--- src/rtl/mem_arbiter.sv ---
// mem_arbiter: shares one memory_controller request port between two
// requesters (M0, M1) and steers in-order read responses back to the issuer.
//
// Ports:
//   CLK, RST               clock, synchronous active-high reset
//   Mi_SEND_ADDR_VALID     request valid from requester i
//   Mi_SEND_ADDR / _DATA   byte address / write data from requester i
//   Mi_SEND_DATA_VALID     1 = write, 0 = read
//   Mi_SEND_READY          request from requester i accepted this cycle
//   Mi_RECEIVE_VALID/DATA  read response to requester i
//   Mi_RECEIVE_READY       requester i can take read data
//   MEM_SEND_*             registered request towards memory_controller
//   MEM_RECEIVE_*          in-order read responses from memory_controller
//
// Requests are granted one at a time, round-robin on ties. Each accepted read
// pushes its requester ID into a small tag FIFO; the FIFO head selects which
// requester sees the next memory response.
module mem_arbiter #(
  parameter int DEPTH     = 4,
  parameter int PTR_WIDTH = 2
) (
  input  logic        CLK,
  input  logic        RST,

  input  logic        M0_SEND_ADDR_VALID,
  input  logic [31:0] M0_SEND_ADDR,
  input  logic        M0_SEND_DATA_VALID,
  input  logic [31:0] M0_SEND_DATA,
  output logic        M0_SEND_READY,
  output logic        M0_RECEIVE_VALID,
  output logic [31:0] M0_RECEIVE_DATA,
  input  logic        M0_RECEIVE_READY,

  input  logic        M1_SEND_ADDR_VALID,
  input  logic [31:0] M1_SEND_ADDR,
  input  logic        M1_SEND_DATA_VALID,
  input  logic [31:0] M1_SEND_DATA,
  output logic        M1_SEND_READY,
  output logic        M1_RECEIVE_VALID,
  output logic [31:0] M1_RECEIVE_DATA,
  input  logic        M1_RECEIVE_READY,

  output logic        MEM_SEND_ADDR_VALID,
  output logic [31:0] MEM_SEND_ADDR,
  output logic        MEM_SEND_DATA_VALID,
  output logic [31:0] MEM_SEND_DATA,
  input  logic        MEM_SEND_READY,
  input  logic        MEM_RECEIVE_VALID,
  input  logic [31:0] MEM_RECEIVE_DATA,
  output logic        MEM_RECEIVE_READY
);

  typedef enum logic [0:0] {
    S_IDLE = 1'b0,
    S_SEND = 1'b1
  } state_t;

  localparam logic [PTR_WIDTH:0]   FULL_COUNT = (PTR_WIDTH + 1)'(DEPTH);
  localparam logic [PTR_WIDTH:0]   COUNT_ONE  = (PTR_WIDTH + 1)'(1);
  localparam logic [PTR_WIDTH-1:0] PTR_ONE    = (PTR_WIDTH)'(1);

  state_t              state_r;
  state_t              state_next_s;

  logic                last_r;        // requester that won the previous grant
  logic [31:0]         send_addr_r;
  logic [31:0]         send_data_r;
  logic                send_wr_r;

  logic [DEPTH-1:0]    tag_mem_r;     // one requester ID bit per outstanding read
  logic [PTR_WIDTH-1:0] wr_ptr_r;
  logic [PTR_WIDTH-1:0] rd_ptr_r;
  logic [PTR_WIDTH:0]  count_r;

  logic                full_s;
  logic                elig0_s;
  logic                elig1_s;
  logic                grant_valid_s;
  logic                grant_id_s;
  logic                accept_s;
  logic [31:0]         sel_addr_s;
  logic [31:0]         sel_data_s;
  logic                sel_wr_s;
  logic                push_s;
  logic                pop_s;
  logic                head_s;
  logic                nonempty_s;

  // A read is only eligible while the tag FIFO has room; writes never need a tag.
  assign full_s  = (count_r == FULL_COUNT);
  assign elig0_s = M0_SEND_ADDR_VALID && (M0_SEND_DATA_VALID || !full_s);
  assign elig1_s = M1_SEND_ADDR_VALID && (M1_SEND_DATA_VALID || !full_s);

  // Round-robin grant: on a tie the requester that did not win last time goes.
  always_comb begin
    grant_valid_s = 1'b0;
    grant_id_s    = 1'b0;
    if (elig0_s && elig1_s) begin
      grant_valid_s = 1'b1;
      grant_id_s    = ~last_r;
    end else if (elig0_s) begin
      grant_valid_s = 1'b1;
      grant_id_s    = 1'b0;
    end else if (elig1_s) begin
      grant_valid_s = 1'b1;
      grant_id_s    = 1'b1;
    end else begin
      grant_valid_s = 1'b0;
      grant_id_s    = 1'b0;
    end
  end

  assign sel_addr_s = grant_id_s ? M1_SEND_ADDR       : M0_SEND_ADDR;
  assign sel_data_s = grant_id_s ? M1_SEND_DATA       : M0_SEND_DATA;
  assign sel_wr_s   = grant_id_s ? M1_SEND_DATA_VALID : M0_SEND_DATA_VALID;

  assign accept_s = M0_SEND_READY || M1_SEND_READY;
  assign push_s   = accept_s && !sel_wr_s;

  // Response steering: the FIFO head names the requester of the oldest read.
  assign nonempty_s        = (count_r != {(PTR_WIDTH + 1){1'b0}});
  assign head_s            = tag_mem_r[rd_ptr_r];
  assign MEM_RECEIVE_READY = nonempty_s && (head_s ? M1_RECEIVE_READY : M0_RECEIVE_READY);
  assign M0_RECEIVE_VALID  = MEM_RECEIVE_VALID && nonempty_s && !head_s;
  assign M1_RECEIVE_VALID  = MEM_RECEIVE_VALID && nonempty_s && head_s;
  assign M0_RECEIVE_DATA   = MEM_RECEIVE_DATA;
  assign M1_RECEIVE_DATA   = MEM_RECEIVE_DATA;
  assign pop_s             = MEM_RECEIVE_VALID && MEM_RECEIVE_READY;

  assign MEM_SEND_ADDR       = send_addr_r;
  assign MEM_SEND_DATA       = send_data_r;
  assign MEM_SEND_DATA_VALID = send_wr_r;

  // FSM state register.
  always_ff @(posedge CLK) begin
    if (RST) begin
      state_r <= S_IDLE;
    end else begin
      state_r <= state_next_s;
    end
  end

  // FSM next state: IDLE until a request is accepted, SEND until memory takes it.
  always_comb begin
    state_next_s = state_r;
    case (state_r)
      S_IDLE: begin
        if (accept_s) begin
          state_next_s = S_SEND;
        end else begin
          state_next_s = S_IDLE;
        end
      end
      S_SEND: begin
        if (MEM_SEND_READY) begin
          state_next_s = S_IDLE;
        end else begin
          state_next_s = S_SEND;
        end
      end
      default: state_next_s = S_IDLE;
    endcase
  end

  // FSM outputs: grants only while idle, memory request valid only while sending.
  always_comb begin
    M0_SEND_READY       = 1'b0;
    M1_SEND_READY       = 1'b0;
    MEM_SEND_ADDR_VALID = 1'b0;
    case (state_r)
      S_IDLE: begin
        M0_SEND_READY = grant_valid_s && !grant_id_s;
        M1_SEND_READY = grant_valid_s && grant_id_s;
      end
      S_SEND: begin
        MEM_SEND_ADDR_VALID = 1'b1;
      end
      default: begin
        M0_SEND_READY       = 1'b0;
        M1_SEND_READY       = 1'b0;
        MEM_SEND_ADDR_VALID = 1'b0;
      end
    endcase
  end

  // Request holding registers and round-robin history, loaded on acceptance.
  always_ff @(posedge CLK) begin
    if (RST) begin
      send_addr_r <= 32'h0000_0000;
      send_data_r <= 32'h0000_0000;
      send_wr_r   <= 1'b0;
      last_r      <= 1'b1;
    end else if (accept_s) begin
      send_addr_r <= sel_addr_s;
      send_data_r <= sel_data_s;
      send_wr_r   <= sel_wr_s;
      last_r      <= grant_id_s;
    end
  end

  // Tag FIFO: push on accepted read, pop on delivered response; the full check
  // above uses the pre-pop count, so a same-cycle push and pop keep count steady.
  always_ff @(posedge CLK) begin
    if (RST) begin
      tag_mem_r <= {DEPTH{1'b0}};
      wr_ptr_r  <= {PTR_WIDTH{1'b0}};
      rd_ptr_r  <= {PTR_WIDTH{1'b0}};
      count_r   <= {(PTR_WIDTH + 1){1'b0}};
    end else begin
      if (push_s) begin
        tag_mem_r[wr_ptr_r] <= grant_id_s;
        wr_ptr_r            <= wr_ptr_r + PTR_ONE;
      end
      if (pop_s) begin
        rd_ptr_r <= rd_ptr_r + PTR_ONE;
      end
      case ({push_s, pop_s})
        2'b10:   count_r <= count_r + COUNT_ONE;
        2'b01:   count_r <= count_r - COUNT_ONE;
        default: count_r <= count_r;
      endcase
    end
  end

endmodule

--- config.mk ---
export PLATFORM = sky130hd
export DESIGN_NAME = mem_arbiter
export DESIGN_NICKNAME = d
export VERILOG_FILES = /design/src/rtl/mem_arbiter.sv
export SDC_FILE = /design/constraint.sdc
export NUM_CORES = 1
export LEC_CHECK = 0
export BUFFER_PORTS_ARGS = -buffer_cell sky130_fd_sc_hd__buf_2
export CELL_PAD_IN_SITES_DETAIL_PLACEMENT = 1
export CELL_PAD_IN_SITES_GLOBAL_PLACEMENT = 2
export CORE_MARGIN = 4
export CORE_UTILIZATION = 24
export DETAILED_ROUTE_END_ITERATION = 8
export PLACE_DENSITY_LB_ADDON = 0.1
export SYNTH_ARGS = -nofsm -noshare
export SYNTH_HDL_FRONTEND = slang
export SYNTH_SLANG_ARGS = --single-unit
--- constraint.sdc ---
create_clock -name CLK -period 5.3 [get_ports CLK]
set_clock_uncertainty 0.2 [all_clocks]
set_input_delay 0.795 -clock CLK [delete_from_list [all_inputs] [get_ports CLK]]
set_output_delay 0.795 -clock CLK [all_outputs]
set_load 0.01 [all_outputs]
**Word level (Yosys, flattened, before mapping)**

Index checks and enable logic that the tools add are counted.

- Register bits: 78
- Output and inout port bits: 135

- $add $sub $neg: 4
- $lt $le $gt $ge: 3
- Equal/unequal tests: 3
- Multiplexer cells: 21
- Bitwise logic cells: 2
- Reductions and logical operators: 21

Operator list:

| cell | count |
|---|---|
| 2-to-1 mux 32 bit | 2 |
| 2-to-1 mux 1 bit | 14 |
| logical AND 1 bit | 12 |
| < comparator 2 x 3 -> 1 bit (second input constant) | 2 |
| case mux 3 bit (2 select lines) | 1 |
| adder 2 x 1 -> 2 bit (second input constant) | 2 |
| bitwise mux 4 bit | 1 |
| logical NOT 1 bit | 4 |
| adder 3 x 1 -> 3 bit (second input constant) | 1 |
| equality test 3 bit (second input constant) | 1 |
| logical OR 1 bit | 3 |
| nonzero test 3 bit | 1 |
| subtractor 3 x 1 -> 3 bit (second input constant) | 1 |
| binary-select mux 1 bit (select 2 bit) | 1 |
| demux 1 bit (select 2 bit) | 1 |
| equality test 2 x 1 -> 1 bit (second input constant) | 1 |
| equality test 2 bit (second input constant) | 1 |
| >= comparator 2 x 1 -> 1 bit (second input constant) | 1 |
| NOT 1 bit | 2 |
| case mux 1 bit (2 select lines) | 1 |
| nonzero test 2 bit | 1 |

**Logic depth before layout (Yosys ltp)**

Gate-level depths: netlist of run 1.

- Word-level depth: 14
- Mapped depth: 10
- Depth with buffers taken out: 10

**Least setup slack after synthesis of run 1**

No wires, ideal clock.

- Path type: input to output
- From: in M1_SEND_DATA_VALID
- To: out M1_SEND_READY
- Arrival: 1694 ps
- Slack: 2611 ps
- Cell stages on the path: 4
- Buffers on the path: 1
- Cells stage by stage: or4b_4 o211ai_2 buf_2 nor2_1

- Word-level cells in the longest chain between the ends: 7

Ends and longest elaborated chain:

| item | line | text |
|---|---|---|
| start: declaration | 36 | `input logic M1_SEND_DATA_VALID,` |
| logical OR 1 bit * | 92 | `assign elig1_s = M1_SEND_ADDR_VALID && (M1_SEND_DATA_VALID \|\| !full_s);` |
| logical AND 1 bit * | 92 |  |
| 2-to-1 mux 1 bit | 104 | `end else if (elig1_s) begin` |
| 2-to-1 mux 1 bit | 101 | `end else if (elig0_s) begin` |
| 2-to-1 mux 1 bit | 98 | `if (elig0_s && elig1_s) begin` |
| logical AND 1 bit * | 173 | `M1_SEND_READY = grant_valid_s && grant_id_s;` |
| 2-to-1 mux 1 bit * | 170 | `case (state_r)` |
| end: declaration | 38 | `output logic M1_SEND_READY,` |

Mark *: on every way between the ends. The rest lies on a longest branch, timed or not.

**Final worst setup path of run 1**

- From: in M0_SEND_DATA_VALID
- To: reg send_addr_r[4] (netlist: MEM_SEND_ADDR[4])

- Word-level cells in the longest chain between the ends: 8

Ends and longest elaborated chain:

| item | line | text |
|---|---|---|
| start: declaration | 27 | `input logic M0_SEND_DATA_VALID,` |
| logical OR 1 bit * | 91 | `assign elig0_s = M0_SEND_ADDR_VALID && (M0_SEND_DATA_VALID \|\| !full_s);` |
| logical AND 1 bit * | 91 |  |
| 2-to-1 mux 1 bit or logical AND 1 bit (tied branches) | 101, 98 |  |
| 2-to-1 mux 1 bit | 98 |  |
| logical NOT 1 bit | 172 | `M0_SEND_READY = grant_valid_s && !grant_id_s;` |
| logical AND 1 bit | 172 |  |
| 2-to-1 mux 1 bit | 170 |  |
| logical OR 1 bit | 117 | `assign accept_s = M0_SEND_READY \|\| M1_SEND_READY;` |
| end signal: assignment | 194 | `send_addr_r <= sel_addr_s;` |
| end: declaration | 66 | `logic [31:0] send_addr_r;` |

Marks and branches as above.
A chain may end at the register's enable or synchronous reset.

==> results of run 1 <==
power groups by stage:
stage / clock network [uW] / registers (uW) / logic, uW
finish: 609 / 695 / 454
detailed placement: 0 / 709 / 467
CTS: 637 / 696 / 468
global route: 661 / 705 / 505
floorplan: 0 / 722 / 331
global placement: 0 / 707 / 459
per-stage QoR:
step           setup WS [ns]  hold slack (ns)  instance area (sq um)  util [%]
4_1_cts                 2.21            0.285                   5630      29.7
5_1_grt                 2.05            0.319                   5630      29.7
3_5_place_dp            1.85            0.276                   5350      28.2
6_report                2.28            0.282                   5640      29.7
2_1_floorplan           2.61            0.252                   4680         -
3_3_place_gp            1.91            0.272                   5350      28.2
worst reg2reg max path, stage by stage (launching register included):
cell and delay, ns:
dfxtp_1 0.49, nor4b_4 0.45, o211a_2 0.89, buf_4 0.47
nand2_1 0.12, a311oi_2 0.27
cell families (layout without fill, tap and decap cells):
group                      count (synthesis)  count (layout)  share of synthesized area, %
xor gates and xnor gates                   2               2                         0.375
AOI/OAI and AO/OA                         84              84                          22.2
other                                      0               3                             0
buffers and inverters                    113             236                          16.9
muxes                                     11              11                          2.43
adders and majority gates                  6               6                          1.77
and+or+nand+nor                          230             230                          22.9
DFF                                       78              78                          33.4
registers in the layout, indices dropped and copies added, names as in the netlist:
name and count:
wr_ptr_r 2, rd_ptr_r 2, MEM_SEND_DATA_VALID 1, MEM_SEND_DATA 32, last_r 1, MEM_SEND_ADDR 32
tag_mem_r 4, count_r 3, state_r 1
routing by layer:
| layer | up-vias | wire length, um | share of wire [%] | GRT usage (%) |
|---|---|---|---|---|
| met5 | - | 0 | 0 | 0 |
| met4 | 0 | 574 | 3.5 | 7.13 |
| met3 | 48 | 957 | 5.9 | 2.70 |
| met2 | 135 | 8040 | 49 | 25.2 |
| met1 | 1864 | 6670 | 41 | 17.1 |
| li1 | 1969 | - | - | - |
area by class of cell:
class                           count  area share, %
Antenna cell                        3          0.133
Clock buffer                       11           4.31
Clock inverter                      2          0.622
Inverter                           10          0.666
Multi-Input combinational cell    333           41.6
Sequential cell                    78           27.7
Tap cell                          260           5.77
Timing Repair Buffer              213           19.2
worst min-delay path by stage:
stage	from	to	slack (ns)	cells past startpoint
detailed placement	tag_mem_r[0]$_SDFFE_PP0P_	tag_mem_r[0]$_SDFFE_PP0P_	0.28	2
global placement	tag_mem_r[1]$_SDFFE_PP0P_	tag_mem_r[1]$_SDFFE_PP0P_	0.27	2
global route	MEM_SEND_DATA[4]$_SDFFE_PP0P_	MEM_SEND_DATA[4]$_SDFFE_PP0P_	0.32	2
finish	tag_mem_r[0]$_SDFFE_PP0P_	tag_mem_r[0]$_SDFFE_PP0P_	0.28	2
floorplan	tag_mem_r[0]$_SDFFE_PP0P_	tag_mem_r[0]$_SDFFE_PP0P_	0.25	2
CTS	tag_mem_r[0]$_SDFFE_PP0P_	tag_mem_r[0]$_SDFFE_PP0P_	0.28	2
synthesized netlist by cell type (2+ instances only):
library cell / instances / area share [%]
nor2_1: 75 / 6.0
buf_2: 12 / 1.3
nand2_1: 80 / 6.4
nor3_1: 3 / 0.32
inv_1: 10 / 0.80
nor2b_1: 2 / 0.27
a21oi_1: 7 / 0.75
buf_12: 6 / 2.6
dfxtp_1: 78 / 33
nand2_2: 50 / 6.7
nand2b_1: 7 / 0.94
or3_1: 2 / 0.27
ha_1: 5 / 1.3
mux2_2: 3 / 0.72
a311oi_2: 53 / 17
nand3_1: 6 / 0.64
o21ai_0: 3 / 0.32
xor2_1: 2 / 0.37
mux2i_1: 8 / 1.7
a311oi_1: 11 / 2.1
buf_4: 66 / 11
clkbuf_1: 18 / 1.4
==> reports/results.ini, run 1 <==
[global_routing]
grt_max_degree=74
track_usage_pct=14.5
antenna_found_initial=2
grt_pass1_wl_mm=24.9
grt_overflow=0
grt_pass1_vias=4340

[drt]
routed_wl_mm=16.2
route.detailed.drc=0
first_iter_violations=110
dr_total_vias=4016
detail_route.wl_per_cell_um=17.8
drt_pass1_iterations=4
ant_nets=0
via_per_inst=4.41

[cts]
cts-root-to-sink-buffers=2
numCtsBuffers=9
h-tree-depth=3
cts_sinks=78
cts_root_buf=clkbuf_16
cts_setup_buffers=0
clock_latency_ns=0.33
cts.reportedPaths.clkPinSlew_ns=0.06
ctsHoldBuffers=0
cts_resized=0
cts_tree=built

[place]
placedCellCount=894
gp_congestion=0.736
hpwl_mm=12.0
port_buffers=208

[power_and_ir_drop]
p_sw_share_pct=31.4
power.leakage_uw=0.00251
total_power_uw=1760
p_int_uw=1210
seqPwrFrac_pct=39.5
combPwrFrac_pct=25.8
p_per_area_mw_per_mm2=312
vdd_ir_drop_max_mv=0.133
pwr-share-clk_pct=34.6
switchingPower_uw=551

[critical_path]
cpPeakStageDelay_ns=0.89
required_ns=5.34
start_kind=primary input
rr_startpoint=count_r[2]$_SDFFE_PP0P_
path_class=primary input to register
crit_fanout=39
cp.arrival_ns=3.06
rrSetupSlack_ns=2.33
critical-path-slowest-cell=o211a_2
r2r_cells=5
r2r_end=MEM_SEND_ADDR[4]$_SDFFE_PP0P_
worstPathCellList=buf_2 > nor4b_4 > o211a_2 > buf_4 > nand2_1 > a311oi_2
path_delay_family=compound AO/OA/AOI/OAI gates
path_buf_inv=2
setup.worst_path.end_class=register
cp.depth=6
endpoint=MEM_SEND_ADDR[4]$_SDFFE_PP0P_
cp-startpoint=M0_SEND_DATA_VALID

[timing]
relSlewSlack_pct=27.5
min_period_ns=3.02
slew_violations=0
period_share_pct=57.0
setup_viol=0
worst_pin_slew_ns=1.09
rsz0062_at_grt=no
fin_setup_tns_ns=0
finalHoldViolCount=0
fmax_mhz=331

[flow_run]
cap_violations=0

[outcome]
outcome=finished clean

[synth]
synth_seq_cells=78
synthArstFlopShare_pct=0
synth_top_flop_cell=dfxtp_1
synth.yosys.seq_area_share_pct=33.4
yosysUniqueCellTypes=39
synth_nets=700
yosys_warnings=0
avgSynthCellArea_sq_um=8.93
synth_area_sq_mm=0.00468
synth_cells=524
synth_edf_count=0

[layout]
drive_above_1_share_pct=52.1
final_nets=821
multiInputGateArea_sq_mm=0.00234
final_common_cell=buf_2
syn_to_final_growth_pct=20.5
nFillCells=2312
final_cell_mix=207 x buf_2, 80 x nand2_1, 78 x dfxtp_1
register_area_sq_mm=0.00156
finalNonFillerCells=910

[floorplanning]
io_pins=305
coreArea_sq_mm=0.0190
dieArea_sq_mm=0.0218
die_y_um=148
die_w_um=148
rows=50
initial_core_util_pct=24.7

[hold_path]
hold_class=register to register

(Power assumes the default switching activity.)
==> run 2: changes to the inputs <==
--- a/config.mk
+++ b/config.mk
@@ -9,7 +9,7 @@
 export CELL_PAD_IN_SITES_DETAIL_PLACEMENT = 1
 export CELL_PAD_IN_SITES_GLOBAL_PLACEMENT = 2
 export CORE_MARGIN = 4
-export CORE_UTILIZATION = 24
+export CORE_UTILIZATION = 23
 export DETAILED_ROUTE_END_ITERATION = 8
 export PLACE_DENSITY_LB_ADDON = 0.1
 export SYNTH_ARGS = -nofsm -noshare
==> constraint.sdc (replaced) <==
create_clock -name CLK -period 3.1 [get_ports CLK]
set_clock_uncertainty 0.2 [all_clocks]
set_input_delay 0.465 -clock CLK [delete_from_list [all_inputs] [get_ports CLK]]
set_output_delay 0.465 -clock CLK [all_outputs]
set_load 0.01 [all_outputs]
==> run 2 against run 1 <==
Global-route usage down 0.64 points. Power is 74% higher. Utilization is 0.60 points lower. Count of clock-buffer cells in the layout unchanged. Routed wire length is 0.62% lower. Largest cell class unchanged. Non-clock buffer count grew 4. Worst hold slack got worse by 0.091 ns. Via count is 0.85% higher. Setup slack worse by 2.0 ns. Die area rose by 4.1%. Flip-flop and latch count stayed put. Register-to-register slack got worse by 1.9 ns.
==> reports/results.ini, run 2 (synthesis results as in run 1) <==
[outcome]
outcome=finished clean  ; unchanged

[power_and_ir_drop]
total_power_uw=3060  ; was 1760 uW
power.leakage_uw=0.00256  ; was 0.00251 uW
vdd_ir_drop_max_mv=0.225  ; was 0.133 mV
p_per_area_mw_per_mm2=532  ; was 312 mW/mm^2

[cts]
ctsHoldBuffers=0  ; unchanged
h-tree-depth=3  ; unchanged
cts-root-to-sink-buffers=2  ; unchanged
clock_latency_ns=0.33  ; about the same
cts_root_buf=clkbuf_16  ; unchanged
cts_setup_buffers=0  ; unchanged
cts.reportedPaths.clkPinSlew_ns=0.06  ; about the same
cts_sinks=78  ; unchanged
cts_tree=built  ; unchanged
numCtsBuffers=9  ; unchanged
cts_resized=0  ; unchanged

[drt]
detail_route.wl_per_cell_um=17.5  ; was 17.8 um
ant_nets=0  ; unchanged
wl_met3_mm=1.01  ; was 957 um
wl_met1_mm=6.43  ; was 6.67 mm
maxUsedRoutingLayer=met4  ; unchanged
dr_total_vias=4050  ; was 4016
first_iter_violations=122  ; was 110
route.detailed.drc=0  ; unchanged
via_per_inst=4.40  ; was 4.41
wl_met2_mm=8.24  ; was 8.04 mm
drt_pass1_iterations=4  ; unchanged
routed_wl_mm=16.1  ; was 16.2 mm

[global_routing]
grt_max_degree=70  ; was 74
track_usage_pct=13.8  ; was 14.5%
grt_overflow=0  ; unchanged
grt_pass1_wl_mm=24.5  ; was 24.9 mm
grt_pass1_vias=4338  ; was 4340
antenna_found_initial=2  ; unchanged

[critical_path]
path_class=register to primary output  ; was primary input to register
start_kind=register  ; was primary input
critical-path-slowest-cell=o211ai_4  ; was o211a_2
cpPeakStageDelay_ns=0.85  ; was 0.89 ns
required_ns=2.43  ; was 5.34 ns
worstPathCellList=nor4b_4 > o211ai_4 > nor2_1 > buf_2  ; was buf_2 > nor4b_4 > o211a_2 > buf_4 > nand2_1 > a311oi_2
cp.arrival_ns=2.13  ; was 3.06 ns
r2r_cells=10  ; was 5
setup.worst_path.end_class=primary output  ; was register
crit_fanout=20  ; was 39

[floorplanning]
coreArea_sq_mm=0.0197  ; was 0.0190 sq mm
die_w_um=151  ; was 148 um
io_pins=305  ; unchanged
die_y_um=151  ; was 148 um
initial_core_util_pct=23.7  ; was 24.7%
rows=51  ; was 50
dieArea_sq_mm=0.0227  ; was 0.0218 sq mm

[layout]
final_nets=825  ; was 821
multiInputGateArea_sq_mm=0.00234  ; unchanged
fin_util_pct=29.1  ; was 29.7%
syn_to_final_growth_pct=22.8  ; was 20.5%
final_common_cell=buf_2  ; unchanged
final_cell_mix=207 x buf_2, 80 x nand2_1, 78 x dfxtp_1  ; unchanged
finalNonFillerCells=920  ; was 910
register_area_sq_mm=0.00156  ; unchanged
drive_above_1_share_pct=52.5  ; was 52.1%
nFillCells=2367  ; was 2312

[place]
hpwl_mm=12.0  ; about the same
gp_congestion=0.763  ; was 0.736
port_buffers=208  ; unchanged
placedCellCount=903  ; was 894

[timing]
setup_viol=0  ; unchanged
min_period_ns=2.80
slew_violations=0  ; unchanged
fmax_mhz=358
relSlewSlack_pct=30.3  ; was 27.5%
rsz0062_at_grt=no  ; unchanged
worst_pin_slew_ns=1.04  ; was 1.09 ns
period_share_pct=90.2
fin_setup_tns_ns=0  ; unchanged
finalHoldViolCount=0  ; unchanged

[hold_path]
hold_class=primary input to register  ; was register to register
holdPathStages=3  ; was 2

[flow_run]
cap_violations=0  ; unchanged

[run 2: cell types whose count changed in the layout (fill, tap and decap cells not counted)]
cell | previous run | this run
buf_12 | 0 | 5
buf_4 | 6 | 5
clkinv_2 | 1 | 2
clkinvlp_4 | 0 | 1
diode_2 | 3 | 2
[run 2: final timing paths]
check,to,start,slack (ns)
min reg2reg,tag_mem_r[1]$_SDFFE_PP0P_,tag_mem_r[1]$_SDFFE_PP0P_,0.28
max reg2reg,count_r[2]$_SDFFE_PP0P_,rd_ptr_r[1]$_SDFFE_PP0P_,0.46
min,MEM_SEND_DATA[2]$_SDFFE_PP0P_,M0_SEND_DATA[2],0.19
max,M1_SEND_READY,count_r[0]$_SDFFE_PP0P_,0.30
[run 2: cell type report]
type / instances / area share, %
clock inverter: 4 / 0.828
clock buffer: 11 / 4.23
multi-input combinational: 333 / 40.8
inverter: 10 / 0.653
antenna: 2 / 0.0871
tap: 265 / 5.77
timing repair buffer: 217 / 20.4
sequential: 78 / 27.2
[run 2: per-stage QoR]
stage	hold WS (ns)	worst slack (ns)	instance area, sq um
after detailed placement	0.284	0.407	5450
after floorplan	0.252	0.706	4680
after CTS	0.172	0.223	5740
after global routing	0.182	0.107	5740
after global placement	0.278	0.453	5450
final	0.190	0.303	5740
[run 2: report_power, final]
group | internal (uW) | total (uW) | switching (uW) | leakage [uW]
clock | 639 | 1070 | 431 | 0.000141
combinational | 336 | 804 | 468 | 0.00177
sequential | 1110 | 1180 | 70.9 | 0.000647
[run 2: critical path: cells and delay by family, from the launching register on]
| kind | cells | cell delay (ns) |
|---|---|---|
| buffers and inverters | 1 | 0.18 |
| and+or+nand+nor | 2 | 0.20 |
| AOI/OAI and AO/OA | 1 | 0.85 |
| DFF | 1 | 0.57 |
[run 2: routing by layer]
layer | vias up | GRT usage, %
li1 | 1980 | -
met1 | 1894 | 15.8
met2 | 127 | 24.8
met3 | 49 | 2.50
met4 | 0 | 6.53
met5 | - | 0
==> run 3: changes to the inputs <==
--- a/config.mk
+++ b/config.mk
@@ -9,9 +9,9 @@
 export CELL_PAD_IN_SITES_DETAIL_PLACEMENT = 1
 export CELL_PAD_IN_SITES_GLOBAL_PLACEMENT = 2
 export CORE_MARGIN = 4
-export CORE_UTILIZATION = 23
+export CORE_UTILIZATION = 20
 export DETAILED_ROUTE_END_ITERATION = 8
-export PLACE_DENSITY_LB_ADDON = 0.1
+export PLACE_DENSITY_LB_ADDON = 0.15
 export SYNTH_ARGS = -nofsm -noshare
 export SYNTH_HDL_FRONTEND = slang
 export SYNTH_SLANG_ARGS = --single-unit
==> constraint.sdc (replaced) <==
create_clock -name CLK -period 2.5 [get_ports CLK]
set_clock_uncertainty 0.2 [all_clocks]
set_input_delay 0.375 -clock CLK [delete_from_list [all_inputs] [get_ports CLK]]
set_output_delay 0.375 -clock CLK [all_outputs]
set_load 0.01 [all_outputs]
==> run 3 against run 2 <==
First-iteration DRC count shrank 14%. Sequential share of layout area is 0.87 points lower. Clock power grew 38%. Sequential power increased by 24%. Routed wire length rose by 1.1%. Setup slack worse by 0.25 ns. Register-to-register slack got worse by 0.41 ns. Largest cell class unchanged. Worst hold slack worse by 0.089 ns.
==> reports/results.ini, run 3 (synthesis results as in run 1) <==
[drt]
dr_total_vias=4102  ; was 4050
via_per_inst=4.20  ; was 4.40
drt_pass1_iterations=4  ; unchanged
detail_route.wl_per_cell_um=16.7  ; was 17.5 um
route.detailed.drc=0  ; unchanged
ant_nets=0  ; unchanged
first_iter_violations=105  ; was 122
routed_wl_mm=16.3  ; was 16.1 mm

[global_routing]
antenna_found_initial=3  ; was 2
grt_overflow=0  ; unchanged
grt_pass1_wl_mm=25.3  ; was 24.5 mm
grt_pass1_vias=4523  ; was 4338
grt_max_degree=74  ; was 70
track_usage_pct=12.2  ; was 13.8%

[place]
port_buffers=208  ; unchanged
hpwl_mm=12.1  ; was 12.0 mm
placedCellCount=957  ; was 903
gp_congestion=0.716  ; was 0.763
place_ws_ns=-0.113  ; was 0.407 ns

[critical_path]
crit_fanout=4  ; was 20
cp-startpoint=rd_ptr_r[1]$_SDFFE_PP0P_  ; was count_r[0]$_SDFFE_PP0P_
rrSetupSlack_ns=0.05  ; was 0.46 ns
path_class=register to register  ; was register to primary output
cp.arrival_ns=2.51  ; was 2.13 ns
rr_startpoint=rd_ptr_r[1]$_SDFFE_PP0P_  ; unchanged
r2r_end=count_r[2]$_SDFFE_PP0P_  ; unchanged
r2r_cells=10  ; unchanged
setup.worst_path.end_class=register  ; was primary output
start_kind=register  ; unchanged
required_ns=2.56  ; was 2.43 ns
endpoint=count_r[2]$_SDFFE_PP0P_  ; was M1_SEND_READY

[floorplanning]
dieArea_sq_mm=0.0259  ; was 0.0227 sq mm
io_pins=305  ; unchanged
initial_core_util_pct=20.5  ; was 23.7%
die_w_um=161  ; was 151 um
coreArea_sq_mm=0.0228  ; was 0.0197 sq mm
die_y_um=161  ; was 151 um
rows=55  ; was 51

[cts]
numCtsBuffers=9  ; unchanged
cts_sinks=78  ; unchanged
clock_latency_ns=0.34  ; was 0.33 ns
cts-root-to-sink-buffers=2  ; unchanged
cts.reportedPaths.clkPinSlew_ns=0.06  ; about the same
cts_tree=built  ; unchanged
cts_root_buf=clkbuf_16  ; unchanged
h-tree-depth=3  ; unchanged

[outcome]
outcome=finished clean  ; unchanged

[layout]
finalNonFillerCells=977  ; was 920
fin_util_pct=26.0  ; was 29.1%
nFillCells=2773  ; was 2367
register_area_sq_mm=0.00157  ; was 0.00156 sq mm
drive_above_1_share_pct=53.8  ; was 52.5%
syn_to_final_growth_pct=27.1  ; was 22.8%
final_cell_mix=207 x buf_2, 80 x nand2_1, 77 x dfxtp_1  ; was 207 x buf_2, 80 x nand2_1, 78 x dfxtp_1
final_common_cell=buf_2  ; unchanged
multiInputGateArea_sq_mm=0.00235  ; was 0.00234 sq mm
final_nets=835  ; was 825

[power_and_ir_drop]
vdd_ir_drop_max_mv=0.269  ; was 0.225 mV
total_power_uw=3970  ; was 3060 uW
combPwrFrac_pct=26.1  ; was 26.3%
pwr-share-clk_pct=37.2  ; was 35.0%
power.leakage_uw=0.00263  ; was 0.00256 uW
p_per_area_mw_per_mm2=668  ; was 532 mW/mm^2
switchingPower_uw=1230  ; was 970 uW
seqPwrFrac_pct=36.7  ; was 38.7%
p_sw_share_pct=30.9  ; was 31.7%
p_int_uw=2750  ; was 2090 uW

[timing]
worst_pin_slew_ns=0.734  ; was 1.04 ns
finalHoldViolCount=0  ; unchanged
fin_ws_ns=0.0536  ; was 0.303 ns
slew_violations=0  ; unchanged
fmax_mhz=409
rsz0062_at_grt=yes  ; was no
setup_viol=0  ; unchanged
relSlewSlack_pct=51.1  ; was 30.3%
min_period_ns=2.45
period_share_pct=97.9

[hold_path]
hold_class=primary input to register  ; unchanged

[flow_run]
cap_violations=0  ; unchanged

[run 3: cell count changes in the layout (fill, tap and decap cells not counted), sizes merged]
cell / change
buf: +10
diode: -1
clkinv: -2
clkbuf: +1
bufinv: +1
[run 3: timing repair]
| item | 4_1_cts | 5_1_grt |
|---|---|---|
| endpoints found under the setup margin | 1 | 2 |
| buffers inserted | 4 | 0 |
| pin swaps | 2 | 3 |
| gates resized for setup | 3 | 2 |
| hold buffers | 0 | 0 |
[run 3: worst max-delay path, stage by stage, from the launching register on]
cell	delay, ns
dfxtp_4	0.37
mux2i_1	0.23
mux2i_1	0.14
mux2i_1	0.16
nor2_1	0.12
ha_2	0.18
inv_1	0.06
fa_2	0.33
xor2_1	0.16
or3_1	0.31
a21oi_1	0.12
[run 3: metal layers]
layer / global-route usage (%) / wire length, um / share of wire [%] / vias up
li1: - / - / - / 1996
met1: 14.4 / 6960 / 43 / 1914
met2: 20.7 / 7660 / 47 / 129
met3: 3.28 / 1080 / 6.6 / 59
met4: 5.66 / 587 / 3.6 / 4
met5: 0 / 15 / 0.092 / -
[run 3: area by class of cell]
class,instances,area share (%)
clock buffer,12,4.31
clock inverter,3,1.14
tap,313,6.58
timing repair buffer,227,21.4
inverter,10,0.631
sequential,78,26.3
multi-input combinational,333,39.6
antenna,1,0.0421
[run 3: power groups by stage]
stage / Combinational [uW] / Clock (uW) / Sequential [uW]
after floorplan: 701 / 0 / 1530
after global placement: 1040 / 0 / 1480
after global routing: 1150 / 1590 / 1480
after CTS: 1070 / 1550 / 1460
final: 1040 / 1480 / 1460
after detailed placement: 1060 / 0 / 1490
[run 3: worst min path at each step]
stage	to	cells past startpoint	start	slack, ns
detailed placement	tag_mem_r[0]$_SDFFE_PP0P_	2	tag_mem_r[0]$_SDFFE_PP0P_	0.29
floorplan	tag_mem_r[0]$_SDFFE_PP0P_	2	tag_mem_r[0]$_SDFFE_PP0P_	0.25
finish	MEM_SEND_ADDR[24]$_SDFFE_PP0P_	3	M0_SEND_ADDR[24]	0.10
global route	MEM_SEND_ADDR[24]$_SDFFE_PP0P_	3	M0_SEND_ADDR[24]	0.09
CTS	MEM_SEND_ADDR[24]$_SDFFE_PP0P_	3	M0_SEND_ADDR[24]	0.08
global placement	MEM_SEND_DATA[4]$_SDFFE_PP0P_	2	MEM_SEND_DATA[4]$_SDFFE_PP0P_	0.28
[run 3: metrics by stage]
stage	TNS [ns]	cell area, sq um	hold WS, ns
3_3_place_gp	-0.0280	5580	0.285
6_report	0	5950	0.101
2_1_floorplan	0	4680	0.252
4_1_cts	0	5940	0.0767
3_5_place_dp	-0.113	5580	0.291
5_1_grt	-0.135	5950	0.0906
